<file path="src/rtl/glitch_seq.sv">
// Multi-channel, multi-pulse glitch sequencer with a byte-lane register port.
// Timing config is copied to shadow registers at arm so a run is immune to host reprogramming.
module glitch_seq #(
  parameter int unsigned NUM_CH = 4,
  parameter int unsigned CNT_W  = 32,
  parameter int unsigned RPT_W  = 16
) (
  input  logic              clk,
  input  logic              rst_n,
  input  logic              cfg_we,
  input  logic              cfg_re,
  input  logic [7:0]        cfg_addr,
  input  logic [7:0]        cfg_wdata,
  output logic [7:0]        cfg_rdata,
  input  logic              arm,
  input  logic              disarm,
  input  logic              i_trig,
  output logic [NUM_CH-1:0] o_glitch,
  output logic [2:0]        o_state,
  output logic              o_done,
  output logic [RPT_W-1:0]  o_fire_count
);
  localparam int unsigned CNT_LANES = CNT_W / 8;
  localparam int unsigned RPT_LANES = RPT_W / 8;
  localparam int unsigned CH_W      = (NUM_CH > 1) ? $clog2(NUM_CH) : 1;

  typedef enum logic [2:0] {
    S_IDLE = 3'd0, S_ARMED = 3'd1, S_WAIT = 3'd2, S_FIRE = 3'd3, S_GAP = 3'd4, S_DONE = 3'd5
  } state_e;

  state_e            state_q, state_d;
  logic [CNT_W-1:0]  delay_q, delay_d, width_q, width_d, gap_q, gap_d;
  logic [RPT_W-1:0]  repeat_q, repeat_d;
  logic [NUM_CH-1:0] chmask_q, chmask_d;
  logic [2:0]        mode_q, mode_d;
  logic [CNT_W-1:0]  sh_delay_q, sh_width_q, sh_gap_q;
  logic [RPT_W-1:0]  sh_repeat_q;
  logic [NUM_CH-1:0] sh_chmask_q;
  logic [2:0]        sh_mode_q;
  logic [CNT_W-1:0]  cnt_q, cnt_d;
  logic [RPT_W-1:0]  pulse_q, pulse_d, fire_q, fire_d;
  logic [CH_W-1:0]   cur_q, cur_d;
  logic              sync1_q, sync2_q, prev_q;
  logic [NUM_CH-1:0] glitch_q, glitch_d;
  logic              done_q, done_d;
  logic [7:0]        rdata_q, rdata_d;
  logic [3:0]        reg_id, lane;
  logic [CNT_W-1:0]  cnt_word, delay_last, width_last, gap_last;
  logic              swtrig, act_now, act_prev, trig_evt, arm_acc;

  assign reg_id = cfg_addr[7:4];
  assign lane   = cfg_addr[3:0];
  assign swtrig = cfg_we && (reg_id == 4'd6);

  // Next set bit of mask strictly after cur, wrapping; used for round-robin channel rotation.
  function automatic logic [CH_W-1:0] next_set(input logic [NUM_CH-1:0] mask,
                                               input logic [CH_W-1:0] cur);
    logic [CH_W-1:0] res;
    logic            found;
    int unsigned     idx;
    res   = cur;
    found = 1'b0;
    for (int unsigned i = 1; i <= NUM_CH; i++) begin
      idx = 32'(cur) + i;
      if (idx >= NUM_CH) idx = idx - NUM_CH;
      for (int unsigned j = 0; j < NUM_CH; j++) begin
        if (!found && (idx == j) && mask[j]) begin
          res   = CH_W'(j);
          found = 1'b1;
        end
      end
    end
    return res;
  endfunction

  always_comb begin : cfg_write
    delay_d  = delay_q;
    width_d  = width_q;
    gap_d    = gap_q;
    repeat_d = repeat_q;
    chmask_d = chmask_q;
    mode_d   = mode_q;
    if (cfg_we) begin
      for (int unsigned l = 0; l < CNT_LANES; l++) begin
        if (lane == 4'(l)) begin
          if (reg_id == 4'd0) delay_d[8*l +: 8] = cfg_wdata;
          if (reg_id == 4'd1) width_d[8*l +: 8] = cfg_wdata;
          if (reg_id == 4'd2) gap_d[8*l +: 8]   = cfg_wdata;
        end
      end
      for (int unsigned l = 0; l < RPT_LANES; l++) begin
        if (lane == 4'(l) && reg_id == 4'd3) repeat_d[8*l +: 8] = cfg_wdata;
      end
      if (lane == 4'd0 && reg_id == 4'd4) chmask_d = cfg_wdata[NUM_CH-1:0];
      if (lane == 4'd0 && reg_id == 4'd5) mode_d   = cfg_wdata[2:0];
    end
  end

  always_comb begin : cfg_read
    rdata_d  = 8'hFF;
    cnt_word = (reg_id == 4'd0) ? delay_q : (reg_id == 4'd1) ? width_q : gap_q;
    case (reg_id)
      4'd0, 4'd1, 4'd2: begin
        for (int unsigned l = 0; l < CNT_LANES; l++)
          if (lane == 4'(l)) rdata_d = cnt_word[8*l +: 8];
      end
      4'd3: begin
        for (int unsigned l = 0; l < RPT_LANES; l++)
          if (lane == 4'(l)) rdata_d = repeat_q[8*l +: 8];
      end
      4'd4: if (lane == 4'd0) rdata_d = 8'(chmask_q);
      4'd5: if (lane == 4'd0) rdata_d = {5'b0, mode_q};
      4'd6: rdata_d = 8'h00;
      4'd7: begin
        if (lane == 4'd0) rdata_d = {5'b0, state_q};
        for (int unsigned l = 1; l <= RPT_LANES; l++)
          if (lane == 4'(l)) rdata_d = fire_q[8*(l-1) +: 8];
      end
      default: ;
    endcase
  end

  // Trigger qualification uses the polarity/edge settings captured at arm.
  assign act_now    = sync2_q ^ sh_mode_q[1];
  assign act_prev   = prev_q ^ sh_mode_q[1];
  assign trig_evt   = swtrig || (sh_mode_q[0] ? (act_now && !act_prev) : act_now);
  assign arm_acc    = arm && !disarm && (state_q == S_IDLE || state_q == S_DONE);
  assign delay_last = sh_delay_q - CNT_W'(1);
  assign width_last = (sh_width_q == '0) ? '0 : sh_width_q - CNT_W'(1);
  assign gap_last   = (sh_gap_q == '0) ? '0 : sh_gap_q - CNT_W'(1);

  always_ff @(posedge clk) begin : fsm_state
    if (!rst_n) state_q <= S_IDLE;
    else        state_q <= state_d;
  end

  always_comb begin : fsm_next
    state_d = state_q;
    case (state_q)
      S_IDLE:  if (arm) state_d = S_ARMED;
      S_ARMED: if (trig_evt) state_d = (sh_delay_q == '0) ? S_FIRE : S_WAIT;
      S_WAIT:  if (cnt_q == delay_last) state_d = S_FIRE;
      S_FIRE:  if (cnt_q == width_last) state_d = (pulse_q == sh_repeat_q) ? S_DONE : S_GAP;
      S_GAP:   if (cnt_q == gap_last) state_d = S_FIRE;
      S_DONE:  state_d = arm ? S_ARMED : S_IDLE;
      default: state_d = S_IDLE;
    endcase
    if (disarm) state_d = S_IDLE;
  end

  always_comb begin : fsm_out
    glitch_d = '0;
    if (state_d == S_FIRE) begin
      if (sh_mode_q[2]) begin
        for (int unsigned j = 0; j < NUM_CH; j++)
          glitch_d[j] = sh_chmask_q[j] && (cur_d == CH_W'(j));
      end else begin
        glitch_d = sh_chmask_q;
      end
    end
    done_d = (state_d == S_DONE);
  end

  always_comb begin : datapath
    cnt_d   = cnt_q;
    pulse_d = pulse_q;
    fire_d  = fire_q;
    cur_d   = cur_q;
    if (state_d != state_q) cnt_d = '0;
    else if (state_q inside {S_WAIT, S_FIRE, S_GAP}) cnt_d = cnt_q + CNT_W'(1);
    if (arm_acc) begin
      pulse_d = '0;
      fire_d  = '0;
      cur_d   = next_set(chmask_q, CH_W'(NUM_CH - 1));
    end
    if (state_d == S_FIRE && state_q != S_FIRE) fire_d = fire_q + RPT_W'(1);
    if (state_q == S_FIRE && state_d == S_GAP) begin
      pulse_d = pulse_q + RPT_W'(1);
      cur_d   = next_set(sh_chmask_q, cur_q);
    end
  end

  always_ff @(posedge clk) begin : regs
    if (!rst_n) begin
      delay_q <= '0; width_q <= '0; gap_q <= '0; repeat_q <= '0; chmask_q <= '0; mode_q <= '0;
      sh_delay_q <= '0; sh_width_q <= '0; sh_gap_q <= '0; sh_repeat_q <= '0;
      sh_chmask_q <= '0; sh_mode_q <= '0;
      cnt_q <= '0; pulse_q <= '0; fire_q <= '0; cur_q <= '0;
      sync1_q <= 1'b0; sync2_q <= 1'b0; prev_q <= 1'b0;
      glitch_q <= '0; done_q <= 1'b0; rdata_q <= '0;
    end else begin
      delay_q <= delay_d; width_q <= width_d; gap_q <= gap_d;
      repeat_q <= repeat_d; chmask_q <= chmask_d; mode_q <= mode_d;
      if (arm_acc) begin
        sh_delay_q <= delay_q; sh_width_q <= width_q; sh_gap_q <= gap_q;
        sh_repeat_q <= repeat_q; sh_chmask_q <= chmask_q; sh_mode_q <= mode_q;
      end
      cnt_q <= cnt_d; pulse_q <= pulse_d; fire_q <= fire_d; cur_q <= cur_d;
      sync1_q <= i_trig; sync2_q <= sync1_q; prev_q <= sync2_q;
      glitch_q <= glitch_d; done_q <= done_d;
      if (cfg_re) rdata_q <= rdata_d;
    end
  end

  assign cfg_rdata    = rdata_q;
  assign o_glitch     = glitch_q;
  assign o_state      = state_q;
  assign o_done       = done_q;
  assign o_fire_count = fire_q;
endmodule

</file>
<file path="config.mk">
export PLATFORM = sky130hd
export DESIGN_NAME = glitch_seq
export DESIGN_NICKNAME = d
export VERILOG_FILES = /design/src/rtl/glitch_seq.sv
export SDC_FILE = /design/constraint.sdc
export NUM_CORES = 1
export LEC_CHECK = 0
export BUFFER_PORTS_ARGS = -buffer_cell sky130_fd_sc_hd__buf_2
export CAP_MARGIN = 20
export CORE_MARGIN = 4
export CORE_UTILIZATION = 25
export CTS_CLUSTER_DIAMETER = 50
export CTS_CLUSTER_SIZE = 24
export DETAILED_ROUTE_END_ITERATION = 6
export GPL_TIMING_DRIVEN = 1
export SYNTH_ARGS = -nofsm -noshare
export SYNTH_HDL_FRONTEND = slang
export SYNTH_SLANG_ARGS = --single-unit
</file>
<file path="constraint.sdc">
create_clock -name clk -period 6.3 [get_ports clk]
set_clock_uncertainty 0.05 [all_clocks]
set_input_delay 0.63 -clock clk [delete_from_list [all_inputs] [get_ports clk]]
set_output_delay 0.63 -clock clk [all_outputs]
set_load 0.1 [all_outputs]
</file>
==> impl_metrics.py, run 1 <==
metrics = {
    "outcome": {
        "status": "complete, no violations",
    },
    "worst_setup_path": {
        "worstPathArrival_ns": 5.99,
        "crit_path_end_kind": "register",
        "cp.required_ns": 6.66,
        "crit_path_start_kind": "register",
        "rr_startpoint": "sh_width_q[2]",
        "r2r_slack_ns": 0.67,
        "rr_worst_depth": 12,
        "r2r-end": "cnt_q[25]",
        "critPathKind": "reg2reg",
        "crit_fanout": 17,
    },
    "timing": {
        "tightest_slew_ns": 1.02,
        "relSlewSlack_pct": 31.3,
        "hold_slack_ns": 0.236,
        "slew_viol_final": 0,
        "rsz0062_at_grt": "no",
        "hold_viol": 0,
        "final.period_utilization_pct": 89.4,
        "tns_ns": 0,
        "setup_viol": 0,
        "fmax_mhz": 178,
        "period_needed_ns": 5.63,
    },
    "cts": {
        "cts_resized": 0,
        "h-tree-depth": 2,
        "numCtsBuffers": 36,
        "cts_num_sinks": 323,
        "clk_path_buf_depth": 3,
        "clk_pin_slew_ns": 0.08,
        "clockRootBuffer": "clkbuf_16",
        "cts_tree": "yes",
        "clk_latency_ns": 0.57,
        "post-cts-setup-buffer-count": 0,
        "cts_hold_buf": 0,
    },
    "floorplan": {
        "initial_core_util_pct": 25.3,
        "die_y_um": 283,
        "dieWidth_um": 283,
        "rows": 100,
        "design.portCount": 55,
        "dieArea_mm2": 0.0803,
        "core_mm2": 0.0748,
    },
    "pwr": {
        "p_leak_nw": 7.98,
        "combPwrFrac_pct": 5.9,
        "p_int_mw": 3.44,
        "powerDensity_mw_per_mm2": 218,
        "p_switching_mw": 1.20,
        "vdd_drop_max_mv": 0.156,
        "pwr-share-seq_pct": 44.3,
        "pwr-share-clk_pct": 49.8,
        "switching_share_pct": 25.8,
    },
    "cells_and_area": {
        "n_antenna_cell": 0,
        "final_common_cell": "nand2_1",
        "drive_gt1_share_pct": 7.82,
        "syn_to_final_growth_pct": 12.2,
        "mostFrequentLayoutCells": "nand2_1 (471), dfxtp_1 (323), a21oi_1 (265)",
        "stdcell_area_mm2": 0.0213,
        "fillers": 8104,
        "nets": 2488,
    },
    "route": {
        "dr.pass1.iters": 6,
        "drc": 0,
        "drtAntennaViolNets": 0,
        "wl_mm": 70.3,
        "vias": 18600,
        "routedWlPerCell_um": 20.4,
        "first_iter_violations": 2008,
        "routed_via_density": 5.40,
    },
    "yosys": {
        "ys_types": 81,
        "yosys_warnings": 0,
        "syn_nets": 2558,
        "synth_area_mm2": 0.0190,
        "synthCells": 2528,
        "synthArstFlopShare_pct": 0,
        "ys_seq_area_share_pct": 34.1,
        "synth_seq_cells": 323,
        "synth_edf_count": 0,
        "synth-main-ff-cell": "dfxtp_1",
        "synth_area_per_cell_um2": 7.50,
    },
    "global_routing": {
        "overflow": 0,
        "grt_pass1_vias": 16700,
        "grt_pass1_wl_mm": 105,
        "antenna_found_initial": 0,
        "grt_usage_pct": 16.6,
        "grt_max_degree": 190,
    },
    "hold_path": {
        "hold_end": "sync1_q",
        "worstHoldStart": "i_trig",
        "hp-class": "in2reg",
        "worstHoldPathCells": 2,
    },
    "placed_design": {
        "io_buffer_count": 54,
        "dp_hpwl_mm": 50.7,
        "gp_congestion": 0.967,
        "place_area_mm2": 0.0200,
    },
    "run": {
        "maxCapViolCount": 0,
    },
}
-- registers in the layout (all words and copies together), names as in the netlist, 2 cells and up --
name and count:
width_q 32, chmask_q 4, o_state 3, gap_q 32
o_glitch 4, pulse_q 16, repeat_q 16, o_fire_count 16
mode_q 3, sh_mode_q 3, sh_gap_q 32, cur_q 2
sh_chmask_q 4, delay_q 32, cfg_rdata 8, sh_width_q 32
cnt_q 32, sh_repeat_q 16, sh_delay_q 32
-- cell usage after synthesis, types with 37 or more instances --
library cell | n | share of area [%]
xor2_1 | 54 | 2.5
mux2i_1 | 93 | 4.9
dfxtp_1 | 323 | 34
nor4_1 | 48 | 1.6
nor2_1 | 163 | 3.2
nand4_1 | 37 | 1.2
o21ai_0 | 80 | 2.1
a21oi_1 | 265 | 7.0
xnor2_1 | 97 | 4.5
nand2_1 | 471 | 9.3
nor3_1 | 111 | 2.9
nand3_1 | 103 | 2.7
clkbuf_1 | 179 | 3.5
-- kinds of logic (layout without fill, tap and decap cells) --
kind of cell               count (synthesis)  after routing  share of synthesized area, %
xor gates and xnor gates                 156            156                          7.57
DFF                                      323            323                          34.1
muxes                                    101            101                          5.39
and+or+nand+nor                         1152           1152                          29.4
AOI/OAI and AO/OA                        562            562                          18.4
buffers and inverters                    227            181                          4.67
adders and majority gates                  7              7                         0.462
-- how the worst max path moves through the flow --
stage	slack (ns)	startpoint	endpoint	cells after the start
final	0.67	sh_width_q[2]	cnt_q[25]	12
after global routing	0.48	sh_width_q[0]	cnt_q[29]	14
after CTS	0.75	sh_width_q[2]	cnt_q[29]	12
after detailed placement	0.76	sh_width_q[2]	cnt_q[26]	12
after global placement	0.98	sh_width_q[0]	cnt_q[16]	14
after floorplan	1.85	sh_width_q[19]	cnt_q[10]	13
-- critical path, cell delays in order, from the launching register on --
cell and delay [ns]:
dfxtp_1 0.37, nor3_1 0.43, nand4_1 0.44, nor4_1 0.60, mux2_2 0.40, or4_1 0.55
a31o_2 0.25, or4b_1 0.65, nor4_1 0.61, nor3_1 0.13, o21ai_2 0.57, buf_4 0.35
nor3_1 0.08
-- per-layer routing --
metal / global-route usage (%) / vias to the layer above / part of all wire (%) / routed length [um]
met1: 23.2 / 8795 / 44 / 31000
met5: 0 / - / 0 / 0
met3: 2.90 / 146 / 8.5 / 5980
met4: 7.17 / 0 / 4.5 / 3170
met2: 25.0 / 819 / 43 / 30100
li1: - / 8876 / - / -
-- power by group through the flow --
| stage | clock (mW) | combinational (mW) | sequential [mW] |
|---|---|---|---|
| finish | 2.31 | 0.276 | 2.06 |
| global route | 2.42 | 0.291 | 2.06 |
| CTS | 2.35 | 0.271 | 2.06 |
| detailed placement | 0 | 0.271 | 2.10 |
| global placement | 0 | 0.271 | 2.10 |
| floorplan | 0 | 0.152 | 2.13 |
-- final cells by class --
cell class	instances	area, um^2	area share [%]
clock buffer	40	947	4.45
clock inverter	22	340	1.60
inverter	32	125	0.588
multi-input combinational	1978	11700	54.8
sequential	323	6470	30.4
tap	969	1210	5.70
timing repair buffer	87	531	2.49
-- through the flow --
stage / instances / total power [mW] / util [%] / worst slack (ns)
3_3_place_gp: 3388 / 2.37 / 26.7 / 0.980
6_report: 3451 / 4.64 / 28.4 / 0.669
2_1_floorplan: 2528 / 2.28 / - / 1.85
3_5_place_dp: 3389 / 2.37 / 26.7 / 0.759
4_1_cts: 3451 / 4.68 / 28.4 / 0.752
5_1_grt: 3451 / 4.77 / 28.4 / 0.478
Note: power is estimated with default switching activity, not from simulation.
==> run 2: changes to the inputs <==
Clock period 6.3 ns to 4.6 ns, I/O delays scaled along.
==> impl_metrics.py, run 2 (synthesis results as in run 1) <==
metrics = {
    "outcome": {
        "status": "complete, no violations",
    },
    "worst_setup_path": {
        "cp_slowest_cell": "or4b_4",
        "crit_path_end_kind": "register",
        "r2r_slack_ns": 0.16,
        "max_stage_delay_ns": 0.56,
        "critPathKind": "reg2reg",
        "rr_worst_depth": 14,
        "crit_top_cell": "or4b_4",
        "worstSetupEndpoint": "o_glitch[3]",
        "worstPathArrival_ns": 4.86,
        "critPathTopFamily": "simple AND/OR/NAND/NOR gates",
        "crit_fanout": 6,
        "r2r-end": "o_glitch[3]",
        "crit_path_start_kind": "register",
        "crit_buf_inv": 2,
        "crit_cells": 14,
        "cp-startpoint": "sh_width_q[0]",
        "cp.required_ns": 5.02,
        "rr_startpoint": "sh_width_q[0]",
        "crit_path_cell_trace": "inv_1 -> ha_1 -> or4b_4 -> or4_4 -> or4_1 -> a21oi_1 -> o211ai_1 -> a2111oi_2 -> or4b_4 -> nor4_4 -> buf_4 -> nand2_4 -> or3_1 -> a311oi_1",
    },
    "pwr": {
        "p_switching_mw": 1.69,
        "pwr-share-clk_pct": 48.0,
        "total_power_mw": 6.19,
        "p_leak_nw": 8.54,
        "switching_share_pct": 27.3,
        "p_int_mw": 4.50,
        "pwr-share-seq_pct": 45.5,
        "powerDensity_mw_per_mm2": 279,
        "combPwrFrac_pct": 6.5,
        "vdd_drop_max_mv": 0.265,
    },
    "timing": {
        "period_needed_ns": 4.44,
        "rsz0062_at_grt": "yes",
        "slew_viol_final": 0,
        "tightest_slew_ns": 0.926,
        "fmax_mhz": 225,
        "setup_viol": 0,
        "hold_viol": 0,
        "final.period_utilization_pct": 96.5,
        "relSlewSlack_pct": 37.9,
    },
    "floorplan": {
        "core_mm2": 0.0748,
        "design.portCount": 55,
        "dieWidth_um": 283,
        "die_y_um": 283,
        "initial_core_util_pct": 25.3,
        "rows": 100,
        "dieArea_mm2": 0.0803,
    },
    "route": {
        "dr.pass1.iters": 7,
        "vias": 19000,
        "drtAntennaViolNets": 0,
        "wl_mm": 70.4,
        "first_iter_violations": 2008,
        "drc": 0,
        "routed_via_density": 5.32,
        "routedWlPerCell_um": 19.7,
    },
    "cts": {
        "numCtsBuffers": 35,
        "clk_latency_ns": 0.59,
        "post-cts-setup-buffer-count": 0,
        "cts_tree": "yes",
        "clockRootBuffer": "clkbuf_16",
        "h-tree-depth": 2,
        "cts_num_sinks": 323,
        "clk_pin_slew_ns": 0.07,
        "clk_path_buf_depth": 3,
    },
    "cells_and_area": {
        "drive_gt1_share_pct": 12.3,
        "nets": 2602,
        "final_common_cell": "nand2_1",
        "syn_to_final_growth_pct": 17.0,
        "mostFrequentLayoutCells": "nand2_1 (471), dfxtp_1 (323), a21oi_1 (265)",
        "instances_no_fill": 3567,
    },
    "placed_design": {
        "io_buffer_count": 54,
        "dp_hpwl_mm": 52.1,
        "placedCellCount": 3504,
        "gp_congestion": 0.978,
    },
    "global_routing": {
        "overflow": 0,
        "grt_pass1_vias": 17300,
        "antenna_found_initial": 1,
        "grt_pass1_wl_mm": 107,
        "grt_max_degree": 103,
        "grt_usage_pct": 16.8,
    },
    "hold_path": {
        "hp-class": "in2reg",
    },
    "run": {
        "maxCapViolCount": 0,
    },
}
==> run 2: cell types whose count changed in the layout (fill, tap and decap cells not counted), sizes merged <==
cell      delta
diode        +1
buf        +115
clkinvlp     +2
clkbuf       -4
inv          -3
bufinv       -3
clkinv       +8
==> run 2: how the worst min path moves through the flow <==
stage	from	end	slack, ns	cells after the start
detailed placement	sync1_q	sync2_q	0.37	1
global route	i_trig	sync1_q	0.04	2
floorplan	sync1_q	sync2_q	0.36	1
CTS	i_trig	sync1_q	0.004	2
finish	i_trig	sync1_q	0.03	2
global placement	sync1_q	sync2_q	0.37	1
==> run 2: area by class of cell <==
type,instances,area (um^2)
timing repair buffer,202,1470
multi-input combinational,1978,11700
antenna,1,2.50
clock buffer,36,880
sequential,323,6470
tap,969,1210
fill,8093,52600
inverter,32,125
clock inverter,26,329
==> run 2: through the flow <==
step / hold WS (ns) / utilization [%] / setup TNS (ns) / setup WS [ns] / cell area (um^2)
2_1_floorplan: 0.362 / - / 0 / 0.149 / 19000
3_5_place_dp: 0.370 / 28.0 / 0 / 0.0785 / 20900
5_1_grt: 0.0351 / 29.7 / -0.0268 / -0.0268 / 22200
4_1_cts: 0.00356 / 29.6 / 0 / 0.0529 / 22100
3_3_place_gp: 0.367 / 28.0 / 0 / 0.0871 / 20900
6_report: 0.0298 / 29.7 / 0 / 0.161 / 22200
==> run 2: power groups by stage <==
| stage | combinational (mW) | clock (mW) | sequential [mW] |
|---|---|---|---|
| after CTS | 0.395 | 3.02 | 2.82 |
| after global routing | 0.425 | 3.13 | 2.82 |
| after detailed placement | 0.394 | 0 | 2.88 |
| after global placement | 0.395 | 0 | 2.88 |
| after floorplan | 0.209 | 0 | 2.92 |
| final | 0.401 | 2.97 | 2.82 |
==> run 2: metal layers <==
| layer | GRT usage [%] | routed length (um) | part of all wire, % |
|---|---|---|---|
| met1 | 23.3 | 31700 | 45 |
| met5 | 0 | 0 | 0 |
| met4 | 7.55 | 3450 | 4.9 |
| met2 | 25.5 | 30400 | 43 |
| met3 | 2.79 | 4870 | 6.9 |
==> run 2: what timing repair did <==
item	CTS	global route
setup endpoints to repair	0	68
gates resized for setup	0	13
hold buffers	0	0
==> run 3: changes to the inputs <==
Settings changed: REMOVE_ABC_BUFFERS set to 1.
==> impl_metrics.py, run 3 (synthesis results as in run 1) <==
metrics = {
    "route": {
        "wl_mm": 71.3,
        "dr.pass1.iters": 6,
        "drtAntennaViolNets": 0,
        "drc": 0,
        "vias": 19200,
        "routedWlPerCell_um": 20.0,
        "routed_via_density": 5.38,
        "first_iter_violations": 2180,
    },
    "pwr": {
        "vdd_drop_max_mv": 0.209,
        "powerDensity_mw_per_mm2": 287,
        "p_leak_nw": 8.53,
    },
    "worst_setup_path": {
        "crit_path_cell_trace": "inv_1 -> ha_1 -> or4b_2 -> nor3_1 -> buf_4 -> nand3_1 -> o21a_1 -> o32a_1 -> nand2b_1 -> or4b_1 -> o21a_1 -> o211ai_1 -> o31ai_4 -> buf_12 -> nor3_1",
        "critPathKind": "reg2reg",
        "r2r_slack_ns": 0.21,
        "max_stage_delay_ns": 0.63,
        "cp-startpoint": "sh_gap_q[0]",
        "worstPathArrival_ns": 4.83,
        "rr_startpoint": "sh_gap_q[0]",
        "critPathTopFamily": "simple AND/OR/NAND/NOR gates",
        "cp.required_ns": 5.04,
        "crit_fanout": 18,
        "cp_slowest_cell": "or4b_1",
        "rr_worst_depth": 15,
        "crit_path_start_kind": "register",
        "crit_path_end_kind": "register",
        "r2r-end": "cnt_q[30]",
        "crit_buf_inv": 3,
    },
    "placed_design": {
        "gp_congestion": 0.974,
        "placedCellCount": 3486,
        "dp_hpwl_mm": 52.6,
        "io_buffer_count": 54,
    },
    "hold_path": {
        "worstHoldPathCells": 2,
        "hold_end": "sync1_q",
        "worstHoldStart": "i_trig",
        "hp-class": "in2reg",
    },
    "timing": {
        "tightest_slew_ns": 0.960,
        "fmax_mhz": 228,
        "final.period_utilization_pct": 95.4,
        "period_needed_ns": 4.39,
        "relSlewSlack_pct": 36.0,
        "tns_ns": 0,
        "setup_viol": 0,
        "slew_viol_final": 0,
        "hold_viol": 0,
    },
    "cells_and_area": {
        "nets": 2589,
        "syn_to_final_growth_pct": 17.2,
        "mostFrequentLayoutCells": "nand2_1 (471), dfxtp_1 (323), a21oi_1 (264)",
        "drive_gt1_share_pct": 12.2,
        "final_common_cell": "nand2_1",
        "instances_no_fill": 3558,
    },
    "global_routing": {
        "grt_max_degree": 120,
        "overflow": 0,
        "antenna_found_initial": 1,
        "grt_usage_pct": 16.9,
        "grt_pass1_vias": 17600,
        "grt_pass1_wl_mm": 108,
    },
    "floorplan": {
        "dieArea_mm2": 0.0803,
        "dieWidth_um": 283,
        "design.portCount": 55,
        "rows": 100,
        "initial_core_util_pct": 25.3,
        "core_mm2": 0.0748,
        "die_y_um": 283,
    },
    "cts": {
        "numCtsBuffers": 37,
        "cts_tree": "yes",
        "cts_num_sinks": 323,
        "clockRootBuffer": "clkbuf_16",
        "clk_pin_slew_ns": 0.07,
        "clk_latency_ns": 0.57,
        "clk_path_buf_depth": 3,
        "h-tree-depth": 2,
    },
    "run": {
        "maxCapViolCount": 0,
    },
    "outcome": {
        "status": "complete, no violations",
    },
}
run 3: cell count changes in the layout (fill, tap and decap cells not counted), sizes merged:
cell / previous run / this run
buf: 202 / 187
clkbuf: 36 / 40
clkinv: 13 / 9
inv: 40 / 43
clkinvlp: 3 / 5
bufinv: 2 / 3
run 3: what timing repair did:
item / in CTS / in global routing
setup buffers: 0 / 3
endpoints found under the hold margin: 0 / 0
endpoints found under the setup margin: 0 / 56
hold buffers: 0 / 0
gates resized for setup: 0 / 17
run 3: power by group:
| group | switching, mW | leakage [nW] | total (mW) | internal, mW |
|---|---|---|---|---|
| Clock | 1.40 | 0.633 | 3.17 | 1.78 |
| Sequential | 0.00988 | 2.60 | 2.82 | 2.81 |
| Combinational | 0.301 | 5.30 | 0.395 | 0.0942 |
run 3: cell type report:
class                           count  area [um^2]
Clock buffer                       40          967
Inverter                           32          125
Antenna cell                        1         2.50
Timing Repair Buffer              187         1340
Tap cell                          969         1210
Multi-Input combinational cell   1978        11700
Fill cell                        8118        52600
Sequential cell                   323         6470
Clock inverter                     28          358
run 3: metal layers:
layer	vias up	share of wire, %	track usage, %
li1	9088	-	-
met1	9045	44	23.3
met2	836	43	26.0
met3	184	7.9	3.09
met4	0	4.7	7.08
met5	-	0	0
run 3: worst max path at each step:
stage / slack (ns) / to / depth (start not counted)
global placement: 0.06 / o_glitch[3] / 14
finish: 0.21 / cnt_q[30] / 15
floorplan: -1.08 / cnt_q[0] / 11
CTS: 0.03 / o_glitch[3] / 14
detailed placement: 0.05 / o_glitch[3] / 14
global route: -0.02 / pulse_q[8] / 16
run 3: metrics by stage:
step | setup WS [ns] | utilization (%) | hold slack (ns) | cell area, um^2 | power (mW)
after detailed placement | 0.0465 | 27.8 | 0.374 | 20800 | 3.27
final | 0.211 | 29.7 | 0.0548 | 22200 | 6.38
after global routing | -0.0187 | 29.7 | 0.0420 | 22200 | 6.57
after CTS | 0.0281 | 29.5 | 0.0362 | 22100 | 6.44
after global placement | 0.0601 | 27.8 | 0.369 | 20800 | 3.27
after floorplan | -1.08 | - | 0.362 | 18200 | 3.09
